[src/rtl/spi_burst_ctrl.sv]
// rtl/spi_burst_ctrl.sv - Burst sequencer that drives a byte-wide SPI master over its SFR bus.
// One command (SPCR + length) then per-byte TX in / RX out handshakes; aborts on missing SPIF.
module spi_burst_ctrl #(
  parameter int         LEN_W     = 8,
  parameter int         TIMEOUT   = 4096,
  parameter logic [7:0] SPCR_ADDR = 8'h02,
  parameter logic [7:0] SPSR_ADDR = 8'h03,
  parameter logic [7:0] SPDR_ADDR = 8'h04
) (
  input  logic             CLK,
  input  logic             RESET,
  input  logic             cmd_valid,
  output logic             cmd_ready,
  input  logic [7:0]       cmd_spcr,
  input  logic [LEN_W-1:0] cmd_len,
  input  logic             tx_valid,
  output logic             tx_ready,
  input  logic [7:0]       tx_data,
  output logic             rx_valid,
  input  logic             rx_ready,
  output logic [7:0]       rx_data,
  output logic             done,
  output logic             err,
  output logic             busy,
  output logic             spi_psel,
  output logic             spi_penable,
  output logic             spi_we,
  output logic             spi_re,
  output logic [7:0]       spi_addr,
  output logic [7:0]       spi_wdata,
  input  logic [7:0]       spi_rdata
);

  localparam int CNT_W = (TIMEOUT > 2) ? $clog2(TIMEOUT) : 1;

  typedef enum logic [3:0] {
    S_IDLE, S_CFG, S_FETCH, S_WDATA, S_POLL, S_CLR, S_READ, S_RXOUT, S_FIN
  } state_t;

  state_t           state_q, state_d;
  logic [7:0]       spcr_q, spcr_d;
  logic [LEN_W-1:0] len_q, len_d;
  logic [7:0]       txb_q, txb_d;
  logic [7:0]       rxd_q, rxd_d;
  logic [CNT_W-1:0] cnt_q, cnt_d;
  logic             psel_q, psel_d;
  logic             we_q, we_d;
  logic             re_q, re_d;
  logic [7:0]       addr_q, addr_d;
  logic [7:0]       wdata_q, wdata_d;
  logic             err_c;

  always_ff @(posedge CLK or posedge RESET) begin
    if (RESET) begin
      state_q <= S_IDLE;
      spcr_q  <= 8'h00;
      len_q   <= '0;
      txb_q   <= 8'h00;
      rxd_q   <= 8'h00;
      cnt_q   <= '0;
      psel_q  <= 1'b0;
      we_q    <= 1'b0;
      re_q    <= 1'b0;
      addr_q  <= 8'h00;
      wdata_q <= 8'h00;
    end else begin
      state_q <= state_d;
      spcr_q  <= spcr_d;
      len_q   <= len_d;
      txb_q   <= txb_d;
      rxd_q   <= rxd_d;
      cnt_q   <= cnt_d;
      psel_q  <= psel_d;
      we_q    <= we_d;
      re_q    <= re_d;
      addr_q  <= addr_d;
      wdata_q <= wdata_d;
    end
  end

  always_comb begin
    state_d = state_q;
    spcr_d  = spcr_q;
    len_d   = len_q;
    txb_d   = txb_q;
    rxd_d   = rxd_q;
    cnt_d   = cnt_q;
    err_c   = 1'b0;
    psel_d  = 1'b0;
    we_d    = 1'b0;
    re_d    = 1'b0;
    addr_d  = 8'h00;
    wdata_d = 8'h00;

    case (state_q)
      S_IDLE: begin
        if (cmd_valid) begin
          spcr_d  = cmd_spcr | 8'h40;
          len_d   = cmd_len;
          cnt_d   = '0;
          state_d = S_CFG;
        end
      end
      S_CFG:   state_d = (len_q == '0) ? S_FIN : S_FETCH;
      S_FETCH: begin
        if (tx_valid) begin
          txb_d   = tx_data;
          state_d = S_WDATA;
        end
      end
      S_WDATA: begin
        cnt_d   = '0;
        state_d = S_POLL;
      end
      S_POLL: begin
        if (spi_rdata[0]) begin
          state_d = S_CLR;
        end else if (cnt_q == CNT_W'(TIMEOUT - 1)) begin
          err_c   = 1'b1;
          state_d = S_IDLE;
        end else begin
          cnt_d = cnt_q + CNT_W'(1);
        end
      end
      S_CLR:  state_d = S_READ;
      S_READ: begin
        rxd_d   = spi_rdata;
        state_d = S_RXOUT;
      end
      S_RXOUT: begin
        if (rx_ready) begin
          len_d   = len_q - LEN_W'(1);
          state_d = (len_q == LEN_W'(1)) ? S_FIN : S_FETCH;
        end
      end
      S_FIN:   state_d = S_IDLE;
      default: state_d = S_IDLE;
    endcase

    // SFR strobes are registered, so they are decoded from the state being entered.
    case (state_d)
      S_CFG: begin
        psel_d  = 1'b1;
        we_d    = 1'b1;
        addr_d  = SPCR_ADDR;
        wdata_d = spcr_d;
      end
      S_WDATA: begin
        psel_d  = 1'b1;
        we_d    = 1'b1;
        addr_d  = SPDR_ADDR;
        wdata_d = txb_d;
      end
      S_POLL: begin
        psel_d = 1'b1;
        re_d   = 1'b1;
        addr_d = SPSR_ADDR;
      end
      S_CLR: begin
        psel_d  = 1'b1;
        we_d    = 1'b1;
        addr_d  = SPSR_ADDR;
        wdata_d = 8'h01;
      end
      S_READ: begin
        psel_d = 1'b1;
        re_d   = 1'b1;
        addr_d = SPDR_ADDR;
      end
      default: ;
    endcase
  end

  assign cmd_ready   = (state_q == S_IDLE) && !RESET;
  assign tx_ready    = (state_q == S_FETCH);
  assign rx_valid    = (state_q == S_RXOUT);
  assign rx_data     = rxd_q;
  assign done        = (state_q == S_FIN);
  assign err         = err_c;
  assign busy        = (state_q != S_IDLE);
  assign spi_psel    = psel_q;
  assign spi_penable = 1'b0;
  assign spi_we      = we_q;
  assign spi_re      = re_q;
  assign spi_addr    = addr_q;
  assign spi_wdata   = wdata_q;

endmodule
[config.mk]
export PLATFORM = sky130hd
export DESIGN_NAME = spi_burst_ctrl
export DESIGN_NICKNAME = d
export VERILOG_FILES = /design/src/rtl/spi_burst_ctrl.sv
export SDC_FILE = /design/constraint.sdc
export NUM_CORES = 1
export LEC_CHECK = 0
export ABC_AREA = 0
export CAP_MARGIN = 15
export CORE_MARGIN = 1
export CORE_UTILIZATION = 47
export DETAILED_ROUTE_END_ITERATION = 10
export PLACE_DENSITY = 0.77
export SKIP_CTS_REPAIR_TIMING = 1
export SYNTH_ARGS = -nofsm -noshare
export SYNTH_HDL_FRONTEND = slang
export SYNTH_SLANG_ARGS = --single-unit
export TNS_END_PERCENT = 20
[constraint.sdc]
create_clock -name CLK -period 2.7 [get_ports CLK]
set_clock_uncertainty 0.05 [all_clocks]
set_input_delay 0.27 -clock CLK [delete_from_list [all_inputs] [get_ports CLK]]
set_output_delay 0.27 -clock CLK [all_outputs]
set_load 0.005 [all_outputs]
======== Word level (Yosys, flattened, before mapping) ========
Cells that the tools add are included.
storage, ports and cells
  bits in registers ....................... 67
  input bits .............................. 37
  output and inout bits ................... 34
  word-level logic and storage cells ...... 73
operators by class
  $add $sub $neg .......................... 2
  multiplexer cells ....................... 27
  reductions and logical operators ........ 14
  eq/ne operators ......................... 19
operator list
  kind                     number
  $mux W8                  6
  $mux W12                 3
  $pmux W12 S3             1
  $pmux W4 S8              1
  $eq A4 B3 Y1 const B     7
  $mux W4                  7
  $pmux W8 S3              1
  $pmux W8 S2              1
  $add A12 B1 Y12 const B  1
  $eq A12 B12 Y1 const B   1
  $eq A4 B2 Y1 const B     3
  $pmux W3 S3              1
  $eq A4 B1 Y1 const B     2
  $eq A8 B1 Y1 const B     1
  $logic_not A8 Y1         1
  $sub A8 B1 Y8 const B    1
  $mux W1                  6
  $ne A2 B2 Y1 const B     3
  $reduce_or A2 Y1         3
  $reduce_or A5 Y1         1
  $eq A4 B4 Y1 const B     1
  $logic_not A4 Y1         1
  $reduce_and A4 Y1        1
  $reduce_bool A4 Y1       1
  7 further kinds          7

======== Logic depth before layout (Yosys ltp) ========
Gate-level depths: netlist (run 1).
  word-level depth ........................ 7
  mapped depth ............................ 7
  mapped depth without buffers ............ 6

======== Worst setup path before layout (run 1) ========
OpenSTA, ideal clock, no wires.
  kind .................................... flip-flop to flip-flop
  from .................................... register state_q[0]
  to ...................................... register cnt_q[11]
  library setup time ...................... 0.125 ns
  data required time ...................... 2.525 ns
  cell stages (with the launch flop) ...... 6
  path slack .............................. 0.624 ns
  period minus slack after synthesis ...... 2.076 ns
  arrival time ............................ 1.901 ns
  path buffers ............................ 1
  path through ............................ dfrtp_1 > buf_6 > or3_1 > a221o_1 > nor4_1 > mux2_2
on the way
  cells in the longest elaborated chain, start to end .. 3
  elaborated cells on any way between the ends .. 9
  those cells by class .................... eq/ne (5); mux (1); reduce/logical (3)
RTL lines
  what                                                                        line  text
  start: declaration                                                          40    state_t state_q, state_d;
  start signal: assignment                                                    67    state_q <= state_d;
  $eq A4 B3 Y1, or another cell as far along                                  95    case (state_q)
  $ne A2 B2 Y1 (no source line) / $reduce_bool A3 Y1 (equally long branches)  n/a
  $reduce_and A4 Y1 (no source line)                                          n/a
  end signal: assignment                                                      72    cnt_q <= cnt_d;
  end: declaration                                                            45    logic [CNT_W-1:0] cnt_q, cnt_d;
Parallel ways exist; a longest one is shown, timed or not.
A chain may end at the register's enable or synchronous reset.

======== Worst setup path after layout (run 1) ========
  from .................................... register cnt_q[4]
  to ...................................... output err
on the way
  cells in the longest elaborated chain, start to end .. 4
RTL lines
  what              line  text
  $eq A12 B12 Y1    118   end else if (cnt_q == CNT_W'(TIMEOUT - 1)) begin
  $mux W1           118
  $mux W1           116   if (spi_rdata[0]) begin
  $mux W1           95
  end: declaration  23    output logic err,
Every way passes these cells.

==> reports/qor.yml, run 1 <==
status: "complete, no violations"
final_common_cell: "clkdlybuf4s50_1"
crit_required_ns: 2.38
clockRootBuffer: "clkbuf_8"
wl_mm: 5.41
die-area_um2: 5610
p_total_w: 0.00290
routedWlPerCell_um: 13.5
post-route-drc-count: 0
yosysWarnings: 0
worstPathCellList: "nand3_2 -> nor4_4 -> and2_2 -> nor2b_1 -> clkdlybuf4s50_1"
period_share_pct: 90.9
worstRegToRegCells: 5
synth-seq-area-share_pct: 46.0
rsz0062_at_grt: "false"
synth-edff-count: 0
grt_pass1_wl_mm: 8.96
slew_headroom_pct: 56.0
place_inst: 392
synth_top_area_share_pct: 46.0
initial_core_util_pct: 48.9
r2r-end: "cnt_q[4]$_DFFE_PP0P_"
hold_viol_final: 0
path_class: "flip-flop to output port"
diodes: 0
setup_violations: 0
clk_pin_slew_worst_paths_ns: 0.09
dp.final_hpwl_mm: 3.95
gp_congestion: 0.804
synth_top_cell_by_area: "dfrtp_1"
clock_sinks: 46
critPathArrivalTime_ns: 2.14
n_fill_cell: 436
max_clock_freq_ghz: 0.407
track_usage_pct: 21.0
core-area_um2: 5110
fin_crit_ns: 2.46
ir_drop_uv: 420
first_pass_iters: 4
r2r_slack_ns: 0.50
vias: 2140
critPathLaunchType: "flip-flop"
grt_max_degree: 47
via_per_inst: 5.34
synth_area_leaders: "dfrtp_1, nand2_1, mux2_2"
ctsHtreeMaxLevel: 2
final_cell_mix: "clkdlybuf4s50_1, dfrtp_1, nand2_1, nor2_1, a21oi_1"
p_leak_nw: 1.41
r2r_start: "state_q[2]$_DFF_PP0_"
drt_iter0_drc: 105
final_cells: 401
syn_area_um2: 2500
final_antenna_net_count: 0
chipHeight_um: 74.9
insertion_delay_ns: 0.30
grt_antenna_before_repair: 0
powerDensity_nw_per_um2: 871
cts_inserted_buffers: 5
synth_cell_types: 47
drive_gt1_share_pct: 13.9
worst_slew_pin_slew_ns: 0.658
grt_pass1_vias: 1908
cap_violations: 0
end_kind: "output port"
slowest_stage: "clkdlybuf4s50_1"
synthArstFlopShare_pct: 100
hold_class: "primary input to asynchronous set/reset pin"
fp.dieW_um: 74.9
cts.path.max_buffers: 2
grt_overflow_total: 0
layout.nets: 371
syn_inst: 263
fin_worst_hold_slack_ns: 0.394
ios: 71
cts_tree: "yes"
drv_slew: 0
synth_ff_type: "dfrtp_1"
cpPeakStageDelay_ns: 0.51
rows: 26
areaGrowthSynthToFinish_pct: 33.2
io_buffer_count: 63
syn_area_per_cell_um2: 9.51
ys_ff_latch: 46
worstPathMaxFanout: 5
==> cell usage after synthesis (2+ instances only) <==
| library cell | n |
|---|---|
| o21ai_0 | 12 |
| and3_1 | 3 |
| or3_1 | 2 |
| nor2_1 | 23 |
| nor2b_1 | 5 |
| a21oi_1 | 16 |
| a31oi_1 | 2 |
| nand3_1 | 14 |
| nand4b_1 | 3 |
| a2111oi_2 | 3 |
| nor4_4 | 3 |
| dfrtp_1 | 46 |
| nand2b_1 | 2 |
| a211oi_2 | 2 |
| nand2_1 | 39 |
| o32ai_1 | 3 |
| xnor2_1 | 8 |
| or4b_2 | 2 |
| ha_1 | 4 |
| buf_4 | 6 |
| inv_1 | 9 |
| buf_6 | 2 |
| nor4_1 | 2 |
| a211oi_1 | 2 |
| clkbuf_1 | 10 |
| nor3_2 | 2 |
| nor3_1 | 8 |
| mux2_2 | 9 |
| nand4_1 | 2 |
| nand3b_1 | 2 |
==> through the flow <==
stage	util [%]	instance area, µm²	setup slack, ns	setup TNS (ns)
after floorplan	-	2520	0.624	0
after global placement	62.7	3200	0.213	0
after detailed placement	62.7	3200	0.180	0
after CTS	64.8	3310	-0.0370	-0.0370
after global routing	65.2	3330	0.0483	0
final	65.2	3330	0.245	0
==> area by class of cell <==
cell class / count / area [µm²] / share of cell area, %
inverters: 9 / 33.8 / 1.01
flip-flops and latches: 46 / 1150 / 34.6
multi-input cells: 194 / 1230 / 37.1
clock inverters: 2 / 37.5 / 1.13
repair buffers: 74 / 713 / 21.4
well taps: 70 / 87.6 / 2.63
clock buffers: 6 / 72.6 / 2.18
==> state kept, by name, indices dropped and copies added (netlist names) <==
register / flops
spi_re: 1
len_q: 8
cnt_q: 12
spi_psel: 1
spi_addr: 3
rx_data: 8
state_q: 4
spi_we: 1
spi_wdata: 8
==> routing by layer <==
| layer | track usage (%) | up-vias | share of wire, % |
|---|---|---|---|
| met4 | 6.50 | 0 | 1.1 |
| met1 | 28.4 | 1011 | 45 |
| met5 | 0 | - | 0 |
| li1 | - | 1051 | - |
| met3 | 5.35 | 8 | 6.6 |
| met2 | 33.1 | 70 | 48 |
==> worst max-delay path by stage <==
| stage | slack [ns] | cells after the start | endpoint | start |
|---|---|---|---|---|
| detailed placement | 0.18 | 7 | cnt_q[8]$_DFFE_PP0P_ | cmd_valid |
| global route | 0.05 | 6 | err | cnt_q[0]$_DFFE_PP0P_ |
| CTS | -0.04 | 6 | err | cnt_q[0]$_DFFE_PP0P_ |
| finish | 0.24 | 5 | err | cnt_q[4]$_DFFE_PP0P_ |
| floorplan | 0.62 | 5 | cnt_q[11]$_DFFE_PP0P_ | state_q[0]$_DFF_PP0_ |
| global placement | 0.21 | 5 | cnt_q[11]$_DFFE_PP0P_ | cmd_valid |
==> power breakdown <==
part           switching, W  internal, W
registers          0.000159     0.000899
logic              0.000661     0.000671
clock network      0.000234     0.000276
==> cells by family after synthesis <==
kind of cell	after synthesis	synth area share (%)
AND/OR/NAND/NOR	117	25.0
buffers and inverters	28	5.76
multiplexers	10	4.45
flip-flops	46	46.0
adder cells (fa/ha/maj)	4	2.00
AO/OA/AOI/OAI	49	13.8
XOR/XNOR	8	2.80
other	1	0.150
==> worst max-delay path: cells and delay by family, from the launching register on <==
kind | cells | cell delay (ns)
AND/OR/NAND/NOR | 4 | 0.87
buffers and inverters | 1 | 0.51
flip-flops | 1 | 0.46
(Power assumes the default switching activity.)
==> inputs of run 2 (changes only) <==
--- a/config.mk
+++ b/config.mk
@@ -10,7 +10,7 @@
 export CORE_MARGIN = 1
 export CORE_UTILIZATION = 47
 export DETAILED_ROUTE_END_ITERATION = 10
-export PLACE_DENSITY = 0.77
+export PLACE_DENSITY_LB_ADDON = 0.12
 export SKIP_CTS_REPAIR_TIMING = 1
 export SYNTH_ARGS = -nofsm -noshare
 export SYNTH_HDL_FRONTEND = slang
==> run 2 against run 1 <==
  * Global-route usage fell by 0.37 points
  * First-iteration DRC count rose by 19%
  * Wire length fell by 1.9%
  * Non-clock buffer count rose by 1
  * Sequential power barely moved
==> reports/qor.yml, run 2 (synthesis results as in run 1) <==
wl_mm: 5.31  # -1.9%
slew_headroom_pct: 55.8  # -0.14 points
worstPathMaxFanout: 5  # unchanged
setup_violations: 0  # unchanged
post-route-drc-count: 0  # unchanged
initial_core_util_pct: 48.9  # unchanged
regMostFlops: "cnt_q"
fp.dieW_um: 74.9  # unchanged
drive_gt1_share_pct: 14.2  # +0.26 points
via_per_inst: 5.29  # -0.85%
slowest_stage: "clkdlybuf4s50_1"
track_usage_pct: 20.6  # -0.37 points
final.setup.worst_slack_ns: 0.138  # -0.107 ns
worstPathCellList: "ha_2 -> nand3_2 -> nor4_4 -> and2_4 -> nor2b_1 -> clkdlybuf4s50_1"
final_cell_mix: "clkdlybuf4s50_1, dfrtp_1, nand2_1, nor2_1, a21oi_1"
clock_sinks: 46  # unchanged
cap_violations: 0  # unchanged
grt_max_degree: 47  # unchanged
drv_slew: 0  # unchanged
ctsHtreeMaxLevel: 2  # unchanged
path_class: "flip-flop to output port"
end_kind: "output port"
clockRootBuffer: "clkbuf_8"
grt_antenna_before_repair: 0  # unchanged
max_clock_freq_ghz: 0.390  # -4.2%
routedWlPerCell_um: 13.2  # -2.2%
die-area_um2: 5610  # unchanged
drt_iter0_drc: 125  # +19%
ios: 71  # unchanged
layout.nets: 372  # +0.27%
core-area_um2: 5110  # unchanged
dp.final_hpwl_mm: 3.74  # -5.2%
grt_pass1_vias: 1980  # +3.8%
diodes: 0  # unchanged
fin_crit_ns: 2.56  # +0.107 ns
hold_class: "primary input to asynchronous set/reset pin"
period_share_pct: 94.9  # +4.0 points
chipHeight_um: 74.9  # unchanged
gp_congestion: 0.810  # +0.78%
powerDensity_nw_per_um2: 868  # -0.31%
final_antenna_net_count: 0  # unchanged
p_total_w: 0.00290  # -0.16%
fin_worst_hold_slack_ns: 0.390  # -0.00311 ns
cts_tree: "yes"
pre_cts_ws_ns: 0.302  # +0.122 ns
first_pass_iters: 4  # unchanged
p_leak_nw: 1.42  # +0.44%
critPathArrivalTime_ns: 2.24  # +0.10 ns
ir_drop_uv: 455  # +8.3%
cpPeakStageDelay_ns: 0.51  # about the same
grt_overflow_total: 0  # unchanged
grt_pass1_wl_mm: 8.78  # -2.0%
crit_required_ns: 2.38  # about the same
n_fill_cell: 453  # +3.9%
largest_reg_flops: 12  # unchanged
insertion_delay_ns: 0.30  # about the same
io_buffer_count: 63  # unchanged
cts_inserted_buffers: 5  # unchanged
final_common_cell: "clkdlybuf4s50_1"
rows: 26  # unchanged
clk_pin_slew_worst_paths_ns: 0.09  # about the same
critPathLaunchType: "flip-flop"
worst_slew_pin_slew_ns: 0.660  # +0.00212 ns
cts.path.max_buffers: 2  # unchanged
status: "complete, no violations"
areaGrowthSynthToFinish_pct: 33.4
vias: 2127  # -0.61%
hold_viol_final: 0  # unchanged
[run 2: area by class of cell]
type	count	area, µm²	share of cell area [%]
multi-input combinational	194	1230	37.0
sequential	46	1150	34.5
timing repair buffer	75	721	21.6
tap	70	87.6	2.63
clock buffer	5	68.8	2.06
clock inverter	3	40.0	1.20
inverter	9	33.8	1.01
[run 2: final timing paths]
path                       cells past startpoint                   start                endpoint  slack, ns
setup reg to reg                               6    state_q[1]$_DFF_PP0_    cnt_q[5]$_DFFE_PP0P_       0.42
max in group asynchronous                      3                   RESET    len_q[6]$_DFFE_PP0P_       1.81
hold / removal                                 3                   RESET    len_q[1]$_DFFE_PP0P_       0.39
hold reg to reg                                1  rx_data[2]$_DFFE_PP0P_  rx_data[2]$_DFFE_PP0P_       0.46
setup / recovery                               6    cnt_q[0]$_DFFE_PP0P_                     err       0.14
min in group CLK                               3              tx_data[7]  spi_wdata[7]$_DFF_PP0_       0.44
[run 2: metal layers]
| layer | part of all wire [%] | global-route usage (%) |
|---|---|---|
| met5 | 0 | 0 |
| met4 | 1.1 | 6.08 |
| met3 | 5.0 | 5.49 |
| met2 | 49 | 34.8 |
| met1 | 45 | 26.0 |
[run 2: critical path, delay by kind of cell (launching register included)]
kind	cells	cell delay (ns)
AND/OR/NAND/NOR	4	0.81
buffers and inverters	1	0.51
flip-flops	1	0.41
adder cells (fa/ha/maj)	1	0.22
[run 2: report_power, final]
part / switching (W) / internal (W) / total (W)
logic: 0.000635 / 0.000675 / 0.00131
registers: 0.000182 / 0.000898 / 0.00108
clock network: 0.000232 / 0.000273 / 0.000505
total: 0.00105 / 0.00185 / 0.00290
[run 2: per-stage QoR]
step / std cells / cell area [µm²] / TNS (ns) / util (%)
3_3_place_gp: 393 / 3210 / 0 / 62.8
5_1_grt: 402 / 3340 / -0.0286 / 65.3
2_1_floorplan: 268 / 2520 / 0 / -
3_5_place_dp: 393 / 3210 / 0 / 62.8
4_1_cts: 401 / 3320 / 0 / 65.0
6_report: 402 / 3340 / 0 / 65.3
